`config.mk`:
```
export PLATFORM = sky130hd
export DESIGN_NAME = plru_sync_sink32
export DESIGN_NICKNAME = d
export VERILOG_FILES = /design/src/rtl/plru_sync_sink32.sv
export SDC_FILE = /design/constraint.sdc
export NUM_CORES = 1
export LEC_CHECK = 0
export CORE_MARGIN = 2
export CORE_UTILIZATION = 26
export CTS_CLUSTER_SIZE = 16
export DETAILED_ROUTE_END_ITERATION = 6
export DONT_BUFFER_PORTS = 1
export GPL_ROUTABILITY_DRIVEN = 0
export PLACE_DENSITY_LB_ADDON = 0.08
export SYNTH_ARGS = -nofsm -noshare
export SYNTH_HDL_FRONTEND = slang
export SYNTH_SLANG_ARGS = --single-unit
```
`constraint.sdc`:
```
create_clock -name clk -period 4.9 [get_ports clk]
set_input_delay 0.49 -clock clk [delete_from_list [all_inputs] [get_ports clk]]
set_output_delay 0.49 -clock clk [all_outputs]
set_load 0.02 [all_outputs]
```
`src/rtl/plru_sync_sink32.sv`:
```
// plru_sync_sink32: clocked sink for a 2-phase bundled-data merge; encodes the one-hot
// grant, updates a 32-way tree pseudo-LRU and returns a 2-phase free toggle.
module plru_sync_sink32 #(
    parameter int WAYS        = 32,
    parameter int IDX_W       = 5,
    parameter int SYNC_STAGES = 2
) (
    input  logic                clk,
    input  logic                rst,
    input  logic                i_drive,
    input  logic [WAYS-1:0]     i_data,
    input  logic                i_flush,
    input  logic                i_err_clr,
    output logic                o_free,
    output logic [IDX_W-1:0]    o_way,
    output logic                o_way_valid,
    output logic [IDX_W-1:0]    o_victim,
    output logic [WAYS-2:0]     o_plru,
    output logic                o_err
);
    typedef enum logic [2:0] {IDLE, CAPTURE, CHECK, UPDATE, ACK} state_t;

    state_t                 state, state_n;
    logic [SYNC_STAGES-1:0] sync;
    logic                   d_prev, d_sync, evt, one_hot;
    logic [WAYS-1:0]        grant_q;
    logic [IDX_W-1:0]       idx_q, idx_c, victim_c;
    logic [WAYS-2:0]        tree_upd;

    assign d_sync  = sync[SYNC_STAGES-1];
    assign evt     = d_sync ^ d_prev;
    assign one_hot = (grant_q != '0) && ((grant_q & (grant_q - 1'b1)) == '0);

    always_comb begin
        idx_c = '0;
        for (int w = 0; w < WAYS; w++)
            if (grant_q[w]) idx_c = IDX_W'(w);
    end

    // Walk root to leaf along idx_q, pointing every visited node away from it.
    always_comb begin
        logic [IDX_W-1:0] n;
        logic             b;
        tree_upd = o_plru;
        n        = '0;
        for (int l = 0; l < IDX_W; l++) begin
            b           = idx_q[IDX_W-1-l];
            tree_upd[n] = ~b;
            n           = {n[IDX_W-2:0], 1'b0} + 1'b1 + {{(IDX_W-1){1'b0}}, b};
        end
    end

    always_comb begin
        logic [IDX_W-1:0] m;
        logic             b;
        victim_c = '0;
        m        = '0;
        for (int l = 0; l < IDX_W; l++) begin
            b                   = o_plru[m];
            victim_c[IDX_W-1-l] = b;
            m                   = {m[IDX_W-2:0], 1'b0} + 1'b1 + {{(IDX_W-1){1'b0}}, b};
        end
    end

    always_comb begin
        state_n = state;
        case (state)
            IDLE:    state_n = evt ? CAPTURE : IDLE;
            CAPTURE: state_n = CHECK;
            CHECK:   state_n = one_hot ? UPDATE : ACK;
            UPDATE:  state_n = ACK;
            ACK:     state_n = IDLE;
            default: state_n = IDLE;
        endcase
    end

    always_ff @(posedge clk or negedge rst) begin
        if (!rst) begin
            sync        <= '0;
            d_prev      <= 1'b0;
            state       <= IDLE;
            grant_q     <= '0;
            idx_q       <= '0;
            o_free      <= 1'b0;
            o_way       <= '0;
            o_way_valid <= 1'b0;
            o_plru      <= '0;
            o_victim    <= '0;
            o_err       <= 1'b0;
        end else begin
            sync        <= {sync[SYNC_STAGES-2:0], i_drive};
            d_prev      <= d_sync;
            state       <= state_n;
            o_way_valid <= state == UPDATE;
            o_victim    <= victim_c;
            if (state == CAPTURE) grant_q <= i_data;
            if (state == CHECK) idx_q <= idx_c;
            if (state == UPDATE) o_way <= idx_q;
            if (state == ACK) o_free <= ~o_free;
            // Flush beats a coincident update; the rest of the handshake still runs.
            if (i_flush) o_plru <= '0;
            else if (state == UPDATE) o_plru <= tree_upd;
            if ((state == CHECK && !one_hot) || (evt && state != IDLE)) o_err <= 1'b1;
            else if (i_err_clr) o_err <= 1'b0;
        end
    end
endmodule
```
==> reports/qor.yml <==
yosys:
  synth-simple-area-share_pct: 16.76
  synth_top_family_by_area: "compound AO/OA/AOI/OAI gates"
  synth_seq_area_share_pct: 37.06
  synthCells: 673
  synth_area_um2: 5874
  synth_adder_area_share_pct: 3.365
  synth_top_flop_cell: "dfrtp_1"
  synthArstFlopShare_pct: 100.0
  synth.avg_cell_area_um2: 8.729
  synth-edff-count: 0
  syn-num-nets: 725
  muxShareOfSynthArea_pct: 10.80
  yosysWarnings: 0
  synthTopCellsByArea: "dfrtp_1, mux2_2, nand2_1"
  synth-seq-cells: 87
  synthXorXnorAreaFrac_pct: 1.193
  synth_cell_types: 66
  synth.largest_area_cell: "dfrtp_1"
  synth_top_area_share_pct: 37.06
  synth_compound_area_share_pct: 26.86
die:
  start_util_pct: 26.67
  rows: 54
  dieArea_um2: 23810
  die_y_um: 154.3
  core-area_um2: 22030
  die_x_um: 154.3
  num_io_pins: 81
finish:
  final_cell_area_um2: 6553
  final_nets: 711
  mostFrequentLayoutCell: "nand2_1"
  most-common-layout-cells: "nand2_1, dfrtp_1, a21oi_1, o21ai_0, nor2_1"
  finalNonFillerCells: 944
  n_antenna_cell: 0
  drive_gt1_share_pct: 12.80
  fillers: 2312
  syn2layout_area_growth_pct: 11.54
placement:
  portBuffers: 0
  dpl.cell_count: 927
  dp_hpwl_um: 13910
  dp_slack_ns: 0.5365
  place_area_um2: 6173
timing:
  finalSetupTns_ns: 0
  tightestPinTransition_ns: 1.001
  drv_slew: 0
  hold_viol_final: 0
  fmax_ghz: 0.2252
  rsz0062_at_grt: "false"
  fin_crit_sh_pct: 90.63
  maxSlewHeadroom_pct: 33.17
  fin_crit_ns: 4.441
  holdWs_ns: 0.05102
  finalClockSkew_ns: 0.01322
  setup_ws_ns: 0.4591
  setup_viol: 0
grt:
  grt_pass1_wl_um: 30700
  grt_usage_pct: 16.35
  first_global_vias: 5336
  grt_max_degree: 88
  antenna_found_initial: 0
  overflow: 0
clocking:
  clkTransAtPathRegs_ns: 0.08
  cts.htree.levels: 3
  cts_buffers: 9
  clk_path_buf_depth: 2
  clk_latency_ns: 0.36
  cts_tree: "done"
  root_buffer: "clkbuf_16"
  cts.sinks: 87
  post_cts_buffers: 0
setup_path:
  path_class: "flip-flop to flip-flop"
  cp.required_ns: 5.18
  crit_start: "o_plru[2]"
  r2r_cells: 20
  cp-end-kind: "flip-flop"
  r2r_start: "o_plru[2]"
  cp.arrival_ns: 4.72
  crit_path_end: "o_victim[0]"
  crit_fanout: 12
  r2r-end: "o_victim[0]"
  r2r_slack_ns: 0.46
  worstSetupStartpointType: "flip-flop"
route:
  drcViolationCount: 0
  drt-initial-drc-count: 350
  post_drt_wl_per_cell_um: 20.31
  drt_first_pass_iters: 5
  wl_um: 19170
  vias_per_cell: 5.600
  antenna_left: 0
  num_vias: 5286
pwr:
  p_sw_share_pct: 48.20
  powerDensity_nw_per_um2: 661.0
  peakVddDrop_v: 0.0001900
  share_seq_of_total_power_pct: 31.3
  power.leakage_uw: 0.002467
  internal_power_uw: 2243
  p_sw_uw: 2088
  pwr-share-comb_pct: 49.3
  pwr-share-clk_pct: 19.4
status:
  status: "complete, no violations"
hold_path:
  hp-class: "input port to asynchronous set/reset pin"
flow_run:
  max-cap-violations: 0
[repair_timing]
item                                   CTS  global route
endpoints found under the hold margin   87             0
hold buffers                             1             0
resized for setup                        0             0
setup endpoints to repair                0             0
[per-stage QoR]
stage / total power (uW) / utilization (%)
5_1_grt: 4684 / 29.75
4_1_cts: 4347 / 29.75
3_3_place_gp: 3454 / 28.03
2_1_floorplan: 2818 / -
3_5_place_dp: 3457 / 28.03
6_report: 4331 / 29.75
[state kept, by name, summed over array words and instances, names as in the netlist]
register,flops
o_way_valid,1
d_prev,1
o_err,1
o_way,5
state,3
o_victim,5
grant_q,32
o_free,1
idx_q,5
sync,2
o_plru,31
[power by group through the flow]
stage	clock network, uW	logic [uW]	registers [uW]
after CTS	869	2120	1360
final	840	2140	1350
after detailed placement	0	2080	1370
after global routing	901	2370	1410
after global placement	0	2090	1370
after floorplan	0	1590	1230
[synthesized netlist by cell type, types with 15 or more instances]
cell and n:
mux2_2 35, a21oi_1 57, dfrtp_1 87, mux2i_1 15, o21ai_0 56, inv_1 21
a211oi_1 17, nor2_1 54, ha_1 15, nand2_1 93, a311oi_1 15, o22ai_1 21
clkbuf_1 34
[per-layer routing]
metal | GRT usage (%) | part of all wire [%]
met4 | 5.467 | 1.7
met2 | 24.86 | 44
met1 | 23.10 | 49
met3 | 3.502 | 5.7
met5 | 0 | 0
[how the worst min path moves through the flow]
stage	cells after the start	end	slack, ns
2_1_floorplan	0	d_prev	0.19
3_5_place_dp	0	o_free	0.20
3_3_place_gp	0	o_free	0.20
4_1_cts	1	d_prev	0.07
5_1_grt	1	sync[1]	0.05
6_report	1	state[0]	0.05
[final cells by class]
class                      instances  area [um^2]  share of cell area (%)
clock inverter                     7        126.4                   1.929
timing repair buffer              13        117.6                   1.795
inverter                          23        86.33                   1.318
sequential                        87         2177                   33.23
multi-input combinational        525         3470                   52.95
tap                              280        350.3                   5.347
clock buffer                       9        225.2                   3.437
[kinds of logic (layout without fill, tap and decap cells)]
kind of cell,count (synthesis),in the layout
buffers and inverters,61,52
adders and majority gates,16,16
AOI/OAI and AO/OA,238,238
DFF,87,87
xor gates and xnor gates,8,8
muxes,54,54
and+or+nand+nor,209,209
[worst max-delay path: stages (launching register included)]
cell	delay [ns]
dfrtp_1	0.58
and2_1	0.26
a21o_1	0.12
inv_1	0.07
ha_1	0.51
nor2b_1	0.19
a211oi_1	0.05
mux2_2	0.30
o22ai_1	0.21
nor2_1	0.06
buf_4	0.17
inv_1	0.09
ha_1	0.19
xor2_1	0.46
buf_4	0.26
nor3_1	0.05
o21ai_0	0.09
o31ai_1	0.09
a221oi_1	0.31
a221oi_1	0.14
a31oi_1	0.17
No activity file was read; power rests on OpenSTA's default activity.
